--- src/rtl/kamus_decode_stage.sv ---
// kamus_decode_stage: RV32I ID stage decoding fetched words into a single-entry ID/EX register
// Ports: clk_i, rst_i (async, active-high), bus (kamus_decode_stage_if.slave: fetch handshake,
//   flush_i, execute handshake, decoded entry, rd/rs1/rs2, illegal flag).
// Parameter RESET_OP: operation loaded into the entry on reset/flush.
// Build option KAMUS_ZICSR_EN: enables CSRRW/CSRRS/CSRRC and their immediate forms.
package kamus_pkg;
    typedef enum logic [5:0] {
        INVALID, LUI, AUIPC, JAL, JALR, BEQ, BNE, BLT, BGE, BLTU, BGEU,
        LB, LH, LW, LBU, LHU, SB, SH, SW,
        ADD, SUB, SLL, SLT, SLTU, XOR, SRL, SRA, OR, AND,
        FENCE, ECALL, EBREAK, MRET, WFI, CSRRW, CSRRS, CSRRC
    } operation_e;
    typedef enum logic [1:0] {B = 2'b00, H = 2'b01, W = 2'b10} memory_width_e;
    typedef enum logic [4:0] {
        ZERO, RA, SP, GP, TP, T0, T1, T2, S0, S1, A0, A1, A2, A3, A4, A5,
        A6, A7, S2, S3, S4, S5, S6, S7, S8, S9, S10, S11, T3, T4, T5, T6
    } register_e;
    localparam logic [6:0] LUI_TYPE     = 7'b0110111;
    localparam logic [6:0] AUIPC_TYPE   = 7'b0010111;
    localparam logic [6:0] JAL_TYPE     = 7'b1101111;
    localparam logic [6:0] JALR_TYPE    = 7'b1100111;
    localparam logic [6:0] BRANCH_TYPE  = 7'b1100011;
    localparam logic [6:0] LOAD_TYPE    = 7'b0000011;
    localparam logic [6:0] STORE_TYPE   = 7'b0100011;
    localparam logic [6:0] OPIMM_TYPE   = 7'b0010011;
    localparam logic [6:0] OP_TYPE      = 7'b0110011;
    localparam logic [6:0] MISCMEM_TYPE = 7'b0001111;
    localparam logic [6:0] SYSTEM_TYPE  = 7'b1110011;
    localparam logic [2:0] F3_PRIV      = 3'b000;
    typedef struct packed {
        operation_e    operation;
        logic          immediate_used;
        logic [31:0]   immediate;
        logic [11:0]   funct12;
        logic [31:0]   pc;
        memory_width_e memory_width;
    } instr_decoded_t;
endpackage

module kamus_decode_stage
    import kamus_pkg::*;
#(
    parameter operation_e RESET_OP = INVALID
) (
    input logic clk_i,
    input logic rst_i,
    kamus_decode_stage_if.slave bus
);
    localparam instr_decoded_t RESET_DEC = '{operation: RESET_OP, immediate_used: 1'b0, immediate: 32'h0,
                                             funct12: 12'h0, pc: 32'h0, memory_width: W};
    logic           valid_q, valid_d, illegal_q, illegal_d, xfer;
    instr_decoded_t dec_q, dec_d, dec;
    register_e      rd_q, rd_d, rs1_q, rs1_d, rs2_q, rs2_d;
    logic [31:0]    instr, imm_i, imm_s, imm_b, imm_u, imm_j;
    logic [2:0]     f3;
    logic [6:0]     f7;
    logic [11:0]    f12;

    // Register-register and register-immediate ALU ops share one funct3 map.
    function automatic operation_e alu_op(input logic [2:0] f);
        case (f)
            3'b000:  return ADD;
            3'b001:  return SLL;
            3'b010:  return SLT;
            3'b011:  return SLTU;
            3'b100:  return XOR;
            3'b101:  return SRL;
            3'b110:  return OR;
            default: return AND;
        endcase
    endfunction

    assign instr = bus.if_instr_i;
    assign f3    = instr[14:12];
    assign f7    = instr[31:25];
    assign f12   = instr[31:20];
    assign imm_i = {{20{instr[31]}}, instr[31:20]};
    assign imm_s = {{20{instr[31]}}, instr[31:25], instr[11:7]};
    assign imm_b = {{19{instr[31]}}, instr[31], instr[7], instr[30:25], instr[11:8], 1'b0};
    assign imm_u = {instr[31:12], 12'h0};
    assign imm_j = {{11{instr[31]}}, instr[31], instr[19:12], instr[20], instr[30:21], 1'b0};

    always_comb begin
        dec = '{operation: INVALID, immediate_used: 1'b0, immediate: 32'h0, funct12: f12,
                pc: bus.if_pc_i, memory_width: W};
        case (instr[6:0])
            LUI_TYPE:     begin dec.operation = LUI;   dec.immediate_used = 1'b1; dec.immediate = imm_u; end
            AUIPC_TYPE:   begin dec.operation = AUIPC; dec.immediate_used = 1'b1; dec.immediate = imm_u; end
            JAL_TYPE:     begin dec.operation = JAL;   dec.immediate_used = 1'b1; dec.immediate = imm_j; end
            JALR_TYPE: begin
                dec.operation      = (f3 == 3'b000) ? JALR : INVALID;
                dec.immediate_used = 1'b1;
                dec.immediate      = imm_i;
            end
            BRANCH_TYPE: begin
                // Branches carry their offset for target computation but are not immediate-ALU ops.
                dec.immediate = imm_b;
                case (f3)
                    3'b000:  dec.operation = BEQ;
                    3'b001:  dec.operation = BNE;
                    3'b100:  dec.operation = BLT;
                    3'b101:  dec.operation = BGE;
                    3'b110:  dec.operation = BLTU;
                    3'b111:  dec.operation = BGEU;
                    default: dec.operation = INVALID;
                endcase
            end
            LOAD_TYPE: begin
                dec.immediate_used = 1'b1;
                dec.immediate      = imm_i;
                dec.memory_width   = memory_width_e'(f3[1:0]);
                case (f3)
                    3'b000:  dec.operation = LB;
                    3'b001:  dec.operation = LH;
                    3'b010:  dec.operation = LW;
                    3'b100:  dec.operation = LBU;
                    3'b101:  dec.operation = LHU;
                    default: dec.operation = INVALID;
                endcase
            end
            STORE_TYPE: begin
                dec.immediate_used = 1'b1;
                dec.immediate      = imm_s;
                dec.memory_width   = memory_width_e'(f3[1:0]);
                dec.operation      = (f3 == 3'b000) ? SB : (f3 == 3'b001) ? SH : (f3 == 3'b010) ? SW : INVALID;
            end
            OPIMM_TYPE: begin
                // Only shifts constrain funct7; a nonzero instr[25] fails the f7 match.
                dec.immediate_used = 1'b1;
                dec.immediate      = imm_i;
                dec.operation      = (f3[1:0] != 2'b01) ? alu_op(f3) : (f7 == 7'b0) ? alu_op(f3) :
                                     (f3[2] && f7 == 7'b0100000) ? SRA : INVALID;
            end
            OP_TYPE:
                dec.operation = (f7 == 7'b0) ? alu_op(f3) :
                                (f7 == 7'b0100000 && f3 == 3'b000) ? SUB :
                                (f7 == 7'b0100000 && f3 == 3'b101) ? SRA : INVALID;
            MISCMEM_TYPE: dec.operation = (f3 == 3'b000) ? FENCE : INVALID;
            SYSTEM_TYPE: begin
                if (f3 == F3_PRIV) begin
                    case (f12)
                        12'h000: dec.operation = ECALL;
                        12'h001: dec.operation = EBREAK;
                        12'h302: dec.operation = MRET;
                        12'h105: dec.operation = WFI;
                        default: dec.operation = INVALID;
                    endcase
                end else begin
`ifdef KAMUS_ZICSR_EN
                    // funct3[2] selects the uimm form; the rs1 field becomes a zero-extended immediate.
                    dec.operation      = (f3[1:0] == 2'b01) ? CSRRW : (f3[1:0] == 2'b10) ? CSRRS :
                                         (f3[1:0] == 2'b11) ? CSRRC : INVALID;
                    dec.immediate_used = f3[2];
                    dec.immediate      = {27'h0, instr[19:15]};
`else
                    dec.operation = INVALID;
`endif
                end
            end
            default: dec.operation = INVALID;
        endcase
    end

    assign bus.if_ready_o = !valid_q | bus.ex_ready_i;
    assign xfer           = bus.if_valid_i & bus.if_ready_o;

    // Flush wins over a transfer and over a held entry; it reloads the reset image.
    always_comb begin
        valid_d   = bus.flush_i ? 1'b0 : xfer ? 1'b1 : valid_q & !bus.ex_ready_i;
        illegal_d = bus.flush_i ? 1'b0 : xfer ? (dec.operation == INVALID) : illegal_q;
        dec_d     = bus.flush_i ? RESET_DEC : xfer ? dec : dec_q;
        rd_d      = bus.flush_i ? ZERO : xfer ? register_e'(instr[11:7]) : rd_q;
        rs1_d     = bus.flush_i ? ZERO : xfer ? register_e'(instr[19:15]) : rs1_q;
        rs2_d     = bus.flush_i ? ZERO : xfer ? register_e'(instr[24:20]) : rs2_q;
    end

    always_ff @(posedge clk_i or posedge rst_i) begin
        if (rst_i) begin
            valid_q   <= 1'b0;
            illegal_q <= 1'b0;
            dec_q     <= RESET_DEC;
            rd_q      <= ZERO;
            rs1_q     <= ZERO;
            rs2_q     <= ZERO;
        end else begin
            valid_q   <= valid_d;
            illegal_q <= illegal_d;
            dec_q     <= dec_d;
            rd_q      <= rd_d;
            rs1_q     <= rs1_d;
            rs2_q     <= rs2_d;
        end
    end

    assign bus.ex_valid_o   = valid_q;
    assign bus.ex_illegal_o = illegal_q;
    assign bus.ex_decoded_o = dec_q;
    assign bus.ex_rd_o      = rd_q;
    assign bus.ex_rs1_o     = rs1_q;
    assign bus.ex_rs2_o     = rs2_q;
endmodule
--- src/rtl/kamus_decode_stage_if.sv ---
// kamus_decode_stage_if: fetch->decode->execute handshake bundle for the kamus ID stage
// Signals:
//   if_valid_i/if_ready_o/if_instr_i/if_pc_i  fetch side valid/ready transfer
//   flush_i                                   redirect kill
//   ex_valid_o/ex_ready_i                     execute side valid/ready
//   ex_decoded_o/ex_rd_o/ex_rs1_o/ex_rs2_o    decoded entry and register addresses
//   ex_illegal_o                              held entry is an illegal instruction
// Modports: master drives fetch/execute inputs, slave is the decode stage.
interface kamus_decode_stage_if #(parameter int DW = 85);
    logic          if_valid_i;
    logic          if_ready_o;
    logic [31:0]   if_instr_i;
    logic [31:0]   if_pc_i;
    logic          flush_i;
    logic          ex_valid_o;
    logic          ex_ready_i;
    logic [DW-1:0] ex_decoded_o;
    logic [4:0]    ex_rd_o;
    logic [4:0]    ex_rs1_o;
    logic [4:0]    ex_rs2_o;
    logic          ex_illegal_o;
    modport master (output if_valid_i, if_instr_i, if_pc_i, flush_i, ex_ready_i,
                    input if_ready_o, ex_valid_o, ex_decoded_o, ex_rd_o, ex_rs1_o, ex_rs2_o, ex_illegal_o);
    modport slave  (input if_valid_i, if_instr_i, if_pc_i, flush_i, ex_ready_i,
                    output if_ready_o, ex_valid_o, ex_decoded_o, ex_rd_o, ex_rs1_o, ex_rs2_o, ex_illegal_o);
endinterface

--- src/flat_wrapper.sv ---
// flat-port wrapper written by rule: the top's interface ports become plain ports
module kamus_decode_stage_flat import kamus_pkg::*;
#(
    parameter operation_e RESET_OP = INVALID
)
  (clk_i, rst_i, bus_if_valid_i, bus_if_instr_i, bus_if_pc_i, bus_flush_i, bus_ex_ready_i, bus_if_ready_o, bus_ex_valid_o, bus_ex_decoded_o, bus_ex_rd_o, bus_ex_rs1_o, bus_ex_rs2_o, bus_ex_illegal_o);
  kamus_decode_stage_if bus_i ();
  input logic clk_i;
  input logic rst_i;
  input wire logic [$bits(bus_i.if_valid_i)-1:0] bus_if_valid_i;
  input wire logic [$bits(bus_i.if_instr_i)-1:0] bus_if_instr_i;
  input wire logic [$bits(bus_i.if_pc_i)-1:0] bus_if_pc_i;
  input wire logic [$bits(bus_i.flush_i)-1:0] bus_flush_i;
  input wire logic [$bits(bus_i.ex_ready_i)-1:0] bus_ex_ready_i;
  output wire logic [$bits(bus_i.if_ready_o)-1:0] bus_if_ready_o;
  output wire logic [$bits(bus_i.ex_valid_o)-1:0] bus_ex_valid_o;
  output wire logic [$bits(bus_i.ex_decoded_o)-1:0] bus_ex_decoded_o;
  output wire logic [$bits(bus_i.ex_rd_o)-1:0] bus_ex_rd_o;
  output wire logic [$bits(bus_i.ex_rs1_o)-1:0] bus_ex_rs1_o;
  output wire logic [$bits(bus_i.ex_rs2_o)-1:0] bus_ex_rs2_o;
  output wire logic [$bits(bus_i.ex_illegal_o)-1:0] bus_ex_illegal_o;
  assign bus_i.if_valid_i = bus_if_valid_i;
  assign bus_i.if_instr_i = bus_if_instr_i;
  assign bus_i.if_pc_i = bus_if_pc_i;
  assign bus_i.flush_i = bus_flush_i;
  assign bus_i.ex_ready_i = bus_ex_ready_i;
  assign bus_if_ready_o = bus_i.if_ready_o;
  assign bus_ex_valid_o = bus_i.ex_valid_o;
  assign bus_ex_decoded_o = bus_i.ex_decoded_o;
  assign bus_ex_rd_o = bus_i.ex_rd_o;
  assign bus_ex_rs1_o = bus_i.ex_rs1_o;
  assign bus_ex_rs2_o = bus_i.ex_rs2_o;
  assign bus_ex_illegal_o = bus_i.ex_illegal_o;
  kamus_decode_stage #(.RESET_OP(RESET_OP)) u_core (.clk_i(clk_i), .rst_i(rst_i), .bus(bus_i));
endmodule
--- config.mk ---
export PLATFORM = sky130hd
export DESIGN_NAME = kamus_decode_stage_flat
export DESIGN_NICKNAME = d
export VERILOG_FILES = /design/src/rtl/kamus_decode_stage.sv /design/src/rtl/kamus_decode_stage_if.sv /design/src/flat_wrapper.sv
export SDC_FILE = /design/constraint.sdc
export NUM_CORES = 1
export LEC_CHECK = 0
export BUFFER_PORTS_ARGS = -buffer_cell sky130_fd_sc_hd__buf_2
export CORE_MARGIN = 1
export CORE_UTILIZATION = 44
export CTS_CLUSTER_DIAMETER = 100
export DETAILED_ROUTE_END_ITERATION = 12
export MAX_ROUTING_LAYER = met4
export PLACE_DENSITY = 0.76
export SLEW_MARGIN = 5
export SYNTH_ARGS = -nofsm -noshare
export SYNTH_HDL_FRONTEND = slang
export SYNTH_SLANG_ARGS = --single-unit
--- constraint.sdc ---
create_clock -name clk_i -period 3.2 [get_ports clk_i]
set_input_delay 0.48 -clock clk_i [delete_from_list [all_inputs] [get_ports clk_i]]
set_output_delay 0.48 -clock clk_i [all_outputs]
set_load 0.01 [all_outputs]
==> results_dict.tcl, run 1 <==
set metrics [dict create \
    seq_area_frac_synth_pct 54.5 \
    placedInstanceArea_um2 5370 \
    dp_hpwl_mm 9.47 \
    final.setup.worst_slack_ps 1090 \
    grt_pass1_wl_mm 20.2 \
    instances_no_fill 703 \
    die_area_um2 10500 \
    reg2reg_depth 6 \
    vias 4055 \
    synthFlopType "dfrtp_1" \
    grt_util_all_layers_pct 26.3 \
    yosysWarnings 0 \
    totalWireLength_mm 13.4 \
    worst_pin_slew_ps 670 \
    cts_buffer_depth 2 \
    path_cells "buf_2 -> and4bb_2 -> nand4b_1 -> o311ai_2 -> a211oi_1 -> and4_1 -> a32o_1" \
    cp_top_family "simple AND/OR/NAND/NOR gates" \
    syn_nets 490 \
    async_reset_ff_share_pct 100 \
    finalCriticalPeriod_ps 2110 \
    cp_data_arrival_time_ps 2370 \
    synth.area.top_cells "dfrtp_1 54%, a22o_1 11%, nand2_1 4.3%, a32o_1 2.7%, o21ai_0 2.6%" \
    clk_latency_ps 360 \
    cts_setup_buffers 0 \
    synthToLayoutAreaGrowth_pct 25.4 \
    die_w_um 103 \
    rsz0062_at_grt "false" \
    fillers 872 \
    synth_edf_count 0 \
    worstSetupStartpointType "primary input" \
    min_path_type "in -> async" \
    hold_slack_ps 231 \
    netlist_area_um2 4460 \
    grt_antenna_before_repair 0 \
    finalHoldViolCount 0 \
    ys_ff_latch 97 \
    drv_slew 0 \
    rows 36 \
    cts.htree.levels 3 \
    core-area_um2 9770 \
    design_area_um2 5590 \
    path_class "in -> reg" \
    p_per_area_nw_per_um2 452 \
    die_y_um 103 \
    fin_crit_sh_pct 66.1 \
    yosys.area.top_type "dfrtp_1" \
    cts_buffers 9 \
    antennaDiodeCount 0 \
    maxCapViolations 0 \
    syn_inst 421 \
    cp_max_fo 14 \
    tritoncts "built" \
    p_total_mw 2.52 \
    drt_pass1_iterations 4 \
    drc 0 \
    drive_above_1_share_pct 35.6 \
    ys_types 50 \
    cp_data_required_time_ps 3450 \
    slowest_delay_ps 480 \
    fin_skew_ps 5.45 \
    fin_util_pct 57.2 \
    slew_headroom_pct 55.2 \
    synth.avg_cell_area_um2 10.6 \
    ir_worst_vdd_uv 268 \
    endpoint_kind "flop" \
    dp_slack_ps 753 \
    via_per_inst 5.77 \
    first_global_vias 3744 \
    r2r-end "u_core.bus.ex_decoded_o[78]" \
    placed_cells 687 \
    critPathBufInv 1 \
    setup_violations 0 \
    ios 172 \
    max_freq_mhz 473 \
    nets 634 \
    drt-initial-drc-count 313 \
    final.setup.tns_ps 0 \
    rr_startpoint "u_core.bus.ex_valid_o" \
    cts_resized 0 \
    gp_routability_congestion 0.963 \
    grt_start_max_net_pins 98 \
    post-synth-top-count-cell "dfrtp_1" \
    overflow 0 \
    root_buffer "clkbuf_8" \
    cp_slowest_cell "and4bb_2" \
    synth_top_area_share_pct 53.9 \
    p_leak_nw 2.93 \
    wl_per_cell_um 19.1 \
    clk_pin_slew_worst_paths_ps 90 \
    setup.reg_to_reg.worst_slack_ps 1350 \
    outcome "finished clean" \
    postRouteAntennaNets 0 \
    ctsHoldBuffers 0 \
    start_util_pct 45.6 \
    port_buffers 171 \
    synth_common_cells "96 x dfrtp_1, 55 x a22o_1, 51 x nand2_1" \
    cts_num_sinks 97 \
]
placed cells by master, fill, tap and decap left out, types with 5 or more instances in the layout:
master	Yosys	layout
buf_2	8	171
clkbuf_8	0	10
inv_1	7	6
dfrtp_1	96	96
nand3_1	12	12
a32o_1	12	12
a21oi_1	19	18
nor3_1	8	8
nor2_1	16	15
a22o_1	55	55
a221o_1	5	5
o21ai_0	23	23
a32oi_1	9	9
nand2_1	51	51
a22oi_1	5	5
power by group:
part	switching (mW)	internal, mW
clock network	0.424	0.461
logic	0.213	0.129
registers	0.0262	1.27
worst max-delay path by stage:
stage / startpoint / endpoint / slack (ps) / depth (start not counted)
after floorplan: rst_i / u_core.bus.ex_decoded_o[0] / 190 / 1
after global placement: bus_if_instr_i[26] / u_core.bus.ex_illegal_o / 790 / 7
after detailed placement: bus_if_instr_i[3] / u_core.bus.ex_illegal_o / 750 / 7
after CTS: bus_if_instr_i[3] / u_core.bus.ex_illegal_o / 1140 / 7
after global routing: bus_if_instr_i[3] / u_core.bus.ex_illegal_o / 1030 / 7
final: bus_if_instr_i[3] / u_core.bus.ex_illegal_o / 1090 / 7
routing by layer:
metal | vias up | routed length, µm | GRT usage [%]
met5 | - | 0 | -
met4 | 0 | 152 | 8.68
met3 | 12 | 956 | 4.81
met2 | 181 | 6550 | 42.2
met1 | 1998 | 5760 | 33.7
li1 | 1864 | - | -
state kept, by name (all words and copies together), names as in the netlist:
signal,flops
u_core.bus.ex_illegal_o,1
u_core.bus.ex_rs2_o,4
u_core.bus.ex_rs1_o,5
u_core.bus.ex_valid_o,1
u_core.bus.ex_rd_o,5
u_core.bus.ex_decoded_o,81
logic make-up (layout without fill, tap and decap cells):
group | after synthesis | count (layout) | share of synthesized area (%)
flip-flops | 97 | 97 | 54.5
buffers and inverters | 50 | 199 | 4.94
XOR/XNOR | 2 | 2 | 0.393
adder cells (fa/ha/maj) | 1 | 1 | 0.225
AO/OA/AOI/OAI | 144 | 144 | 25.0
AND/OR/NAND/NOR | 127 | 127 | 15.0
worst reg2reg max path, cell delays in order, from the launching register on:
cell	delay, ps
dfrtp_1	390
nand2b_1	180
nand2_1	140
nor2_4	310
buf_4	480
o21ai_0	180
nand2_1	100
layout make-up:
cell class	instances	area, µm²	share of cell area [%]
sequential	97	2430	43.5
multi-input combinational	274	1830	32.7
timing repair buffer	176	918	16.4
tap	133	166	2.98
clock buffer	11	141	2.53
clock inverter	5	78.8	1.41
inverter	7	28.8	0.515
(Power assumes the default switching activity.)
==> run 2, diff against run 1 <==
CORE_UTILIZATION = 49   (was 44)
PLACE_DENSITY = 0.8   (was 0.76)
clock period = 2 ns   (was 3.2 ns; I/O delays follow)
==> results_dict.tcl, run 2 (synthesis results as in run 1) <==
set metrics [dict create \
    outcome "finished clean" \
    maxCapViolations 0 \
    min_path_type "in -> reg" \
    gp_routability_congestion 0.904 \
    finalCriticalPeriod_ps 1740 \
    grt_start_max_net_pins 77 \
    largest_reg_flops 81 \
    p_leak_nw 3.14 \
    nets 679 \
    grt_antenna_before_repair 0 \
    p_total_mw 3.99 \
    tritoncts "built" \
    clk_pin_slew_worst_paths_ps 100 \
    drt-initial-drc-count 202 \
    antennaDiodeCount 0 \
    cp_data_required_time_ps 2290 \
    rows 34 \
    fin_skew_ps 7.83 \
    hold_slack_ps 154 \
    cp_slowest_cell "dfrtp_1" \
    r2r-end "u_core.bus.ex_decoded_o[69]" \
    root_buffer "clkbuf_8" \
    postRouteAntennaNets 0 \
    power_frac_seq_pct 51.9 \
    endpoint_kind "flop" \
    finalHoldViolCount 0 \
    startpoint "u_core.bus.ex_valid_o" \
    path_cells "nand2b_1 -> nand2_1 -> or2_2 -> nor2_1 -> a221o_1" \
    final.setup.worst_slack_ps 256 \
    path_class "reg -> reg" \
    p_sw_mw 1.11 \
    combinationalPowerShare_pct 15.1 \
    min_from "bus_if_pc_i[12]" \
    worst_pin_slew_ps 541 \
    cp_top_family "simple AND/OR/NAND/NOR gates" \
    grt_pass1_wl_mm 22.0 \
    cts.htree.levels 3 \
    slowest_delay_ps 390 \
    cts_setup_buffers 0 \
    p_int_mw 2.89 \
    fillers 711 \
    critPathBufInv 0 \
    holdPathStages 2 \
    dp_slack_ps -75.5 \
    worstSetupStartpointType "flop" \
    start_util_pct 50.9 \
    ir_worst_vdd_uv 407 \
    clk_latency_ps 360 \
    overflow 0 \
    rr_startpoint "u_core.bus.ex_valid_o" \
    die_y_um 97.4 \
    via_per_inst 5.78 \
    setup.reg_to_reg.worst_slack_ps 260 \
    final_cell_mix "171 x buf_2, 96 x dfrtp_1, 55 x a22o_1" \
    final.setup.tns_ps 0 \
    port_buffers 171 \
    cp_max_fo 8 \
    first_global_vias 4151 \
    rsz0062_at_grt "false" \
    synthToLayoutAreaGrowth_pct 32.3 \
    p_per_area_nw_per_um2 677 \
    max_freq_mhz 573 \
    vias 4178 \
    reg2reg_depth 5 \
    cp_data_arrival_time_ps 2040 \
    holdPathEnd "u_core.bus.ex_decoded_o[14]" \
    slew_headroom_pct 63.9 \
    cts_buffers 9 \
    fin_util_pct 67.3 \
    clkPwrFrac_pct 33.0 \
    ios 172 \
    cts_num_sinks 97 \
    fin_crit_sh_pct 87.2 \
    sw_frac_of_total_pct 27.7 \
    die_w_um 97.4 \
    drive_above_1_share_pct 40.2 \
    grt_util_all_layers_pct 30.0 \
    drv_slew 0 \
    dp_hpwl_mm 10.1 \
    totalWireLength_mm 13.5 \
    die_area_um2 9480 \
    cts_buffer_depth 2 \
    drt_pass1_iterations 4 \
    layout_commonest_cell "buf_2" \
    wl_per_cell_um 18.7 \
    cts_resized 0 \
    setup_violations 0 \
    drc 0 \
    core-area_um2 8760 \
]
[run 2: worst max-delay path by stage]
stage | endpoint | slack, ps | depth (start not counted)
final | u_core.bus.ex_decoded_o[69] | 260 | 5
after global routing | u_core.bus.ex_illegal_o | 190 | 7
after CTS | u_core.bus.ex_decoded_o[69] | 250 | 5
after detailed placement | u_core.bus.ex_illegal_o | -80 | 7
after global placement | u_core.bus.ex_illegal_o | -80 | 7
after floorplan | u_core.bus.ex_illegal_o | 110 | 7
[run 2: timing repair]
item                       CTS  global route
hold endpoints to repair    21             0
setup endpoints to repair    0             0
hold buffers                 1             0
[run 2: metal layers]
| layer | share of wire, % | GRT usage, % | vias to the layer above | routed length, µm |
|---|---|---|---|---|
| li1 | - | - | 1954 | - |
| met1 | 43 | 40.3 | 2065 | 5860 |
| met2 | 50 | 48.7 | 147 | 6720 |
| met3 | 5.6 | 4.53 | 12 | 754 |
| met4 | 1.1 | 6.56 | 0 | 144 |
| met5 | 0 | - | - | 0 |
[run 2: worst register-to-register path: cells and delay by family, from the launching register on]
family	cells	cell delay [ps]
AND/OR/NAND/NOR	4	1090
AO/OA/AOI/OAI	1	220
flip-flops	1	390
[run 2: through the flow]
| step | cells | instance area [µm²] |
|---|---|---|
| CTS | 723 | 5890 |
| global route | 723 | 5890 |
| detailed placement | 706 | 5680 |
| finish | 723 | 5890 |
| global placement | 706 | 5680 |
| floorplan | 421 | 4460 |
[run 2: power by group through the flow]
| stage | clock network, mW | registers, mW | logic, mW |
|---|---|---|---|
| floorplan | 0 | 2.14 | 0.265 |
| global placement | 0 | 2.11 | 0.593 |
| detailed placement | 0 | 2.11 | 0.601 |
| CTS | 1.34 | 2.07 | 0.605 |
| global route | 1.42 | 2.08 | 0.656 |
| finish | 1.32 | 2.07 | 0.605 |
[run 2: final cells by class]
type	instances	area [µm²]	share of cell area, %
Sequential cell	97	2430	41.2
Multi-Input combinational cell	274	1830	31.0
Timing Repair Buffer	221	1270	21.6
Tap cell	108	135	2.29
Clock buffer	10	128	2.17
Clock inverter	6	75.1	1.27
Inverter	7	30.0	0.509
==> run 3, diff against run 2 <==
CORE_UTILIZATION = 52   (was 49)
PLACE_DENSITY = 0.84   (was 0.8)
clock period = 2.1 ns   (was 2 ns; I/O delays follow)
==> results_dict.tcl, run 3 (synthesis results as in run 1) <==
set metrics [dict create \
    dp_hpwl_mm 10.2 \
    ios 172 \
    instances_no_fill 711 \
    clk_latency_ps 360 \
    overflow 0 \
    rows 33 \
    drt-initial-drc-count 287 \
    placed_cells 695 \
    synthToLayoutAreaGrowth_pct 30.4 \
    nets 670 \
    p_total_mw 3.75 \
    endpoint_kind "flop" \
    power_frac_seq_pct 52.8 \
    fillers 648 \
    fin_crit_sh_pct 85.3 \
    cts.htree.levels 3 \
    drt_pass1_iterations 5 \
    fin_skew_ps 8.97 \
    grt_util_all_layers_pct 32.8 \
    finalCriticalPeriod_ps 1790 \
    min_path_type "in -> async" \
    p_per_area_nw_per_um2 645 \
    via_per_inst 6.04 \
    grt_antenna_before_repair 0 \
    core-area_um2 8260 \
    die_w_um 94.6 \
    largest_reg_flops 81 \
    setup_violations 0 \
    die_area_um2 8950 \
    clk_pin_slew_worst_paths_ps 110 \
    final_cell_mix "171 x buf_2, 96 x dfrtp_1, 55 x a22o_1" \
    cp_slowest_cell "dfrtp_1" \
    start_util_pct 54.0 \
    grt_start_max_net_pins 98 \
    design_area_um2 5810 \
    path_cells "nand2b_1 -> nand2_1 -> nor2_4 -> nand2_1 -> o21ai_0" \
    combinationalPowerShare_pct 15.1 \
    rsz0062_at_grt "false" \
    first_global_vias 4100 \
    max_freq_mhz 558 \
    slowest_delay_ps 380 \
    maxCapViolations 0 \
    worstSetupStartpointType "flop" \
    placedInstanceArea_um2 5620 \
    cp_max_fo 13 \
    slew_headroom_pct 66.8 \
    ir_worst_vdd_uv 325 \
    die_y_um 94.6 \
    port_buffers 171 \
    cp_data_arrival_time_ps 2070 \
    totalWireLength_mm 13.7 \
    hold_slack_ps 72.9 \
    postRouteAntennaNets 0 \
    vias 4293 \
    antennaDiodeCount 0 \
    drive_above_1_share_pct 39.6 \
    wl_per_cell_um 19.3 \
    grt_pass1_wl_mm 21.4 \
    worst_pin_slew_ps 499 \
    drv_slew 0 \
    cts_buffers 9 \
    dp_slack_ps 13.4 \
    p_sw_mw 1.09 \
    final.setup.tns_ps 0 \
    cts_setup_buffers 0 \
    root_buffer "clkbuf_8" \
    layout_commonest_cell "buf_2" \
    sw_frac_of_total_pct 29.0 \
    finalHoldViolCount 0 \
    p_leak_nw 3.09 \
    outcome "finished clean" \
    path_class "reg -> reg" \
    tritoncts "built" \
    final.setup.worst_slack_ps 309 \
    cp_common_cell "nand2_1" \
    cts_resized 0 \
    p_int_mw 2.66 \
    cts_num_sinks 97 \
    fin_util_pct 70.4 \
    clkPwrFrac_pct 32.1 \
    cts_buffer_depth 2 \
    cp_data_required_time_ps 2370 \
    drc 0 \
    ctsHoldBuffers 0 \
    gp_routability_congestion 0.931 \
]
[run 3: cell count changes in the layout (fill, tap and decap cells not counted), sizes merged]
cell	change
buf	-8
bufinv	-1
clkinv	-1
dlygate4sd3	-1
inv	+2
[run 3: cell type report]
cell class | count | area [µm²] | area share, %
Multi-Input combinational cell | 274 | 1830 | 31.4
Clock inverter | 6 | 56.3 | 0.969
Timing Repair Buffer | 212 | 1200 | 20.7
Clock buffer | 10 | 138 | 2.37
Sequential cell | 97 | 2430 | 41.8
Inverter | 7 | 30.0 | 0.517
Tap cell | 105 | 131 | 2.26
[run 3: final timing paths]
kind / slack [ps] / cells after the start / to / from
setup / recovery: 310 / 5 / u_core.bus.ex_decoded_o[61] / u_core.bus.ex_valid_o
hold / removal: 70 / 3 / u_core.bus.ex_decoded_o[4] / rst_i
setup reg to reg: 310 / 5 / u_core.bus.ex_decoded_o[61] / u_core.bus.ex_valid_o
hold reg to reg: 470 / 2 / u_core.bus.ex_decoded_o[1] / u_core.bus.ex_decoded_o[1]
max in group asynchronous: 1610 / 3 / u_core.bus.ex_decoded_o[1] / rst_i
min in group clk_i: 160 / 2 / u_core.bus.ex_decoded_o[19] / bus_if_pc_i[17]
[run 3: critical path, delay by kind of cell, from the launching register on]
family,cells,cell delay (ps)
AOI/OAI and AO/OA,1,300
DFF,1,380
and+or+nand+nor,4,1010
[run 3: power by group through the flow]
stage	Combinational (mW)	Clock, mW	Sequential (mW)
5_1_grt	0.614	1.32	1.99
3_5_place_dp	0.564	0	2.01
6_report	0.565	1.20	1.98
3_3_place_gp	0.554	0	2.01
2_1_floorplan	0.252	0	2.04
4_1_cts	0.565	1.23	1.98
[run 3: layer usage]
layer  track usage [%]  routed length, µm
met5                 -                  0
met4              13.0                411
met3              5.80                896
met2              50.8               6690
met1              42.9               5720
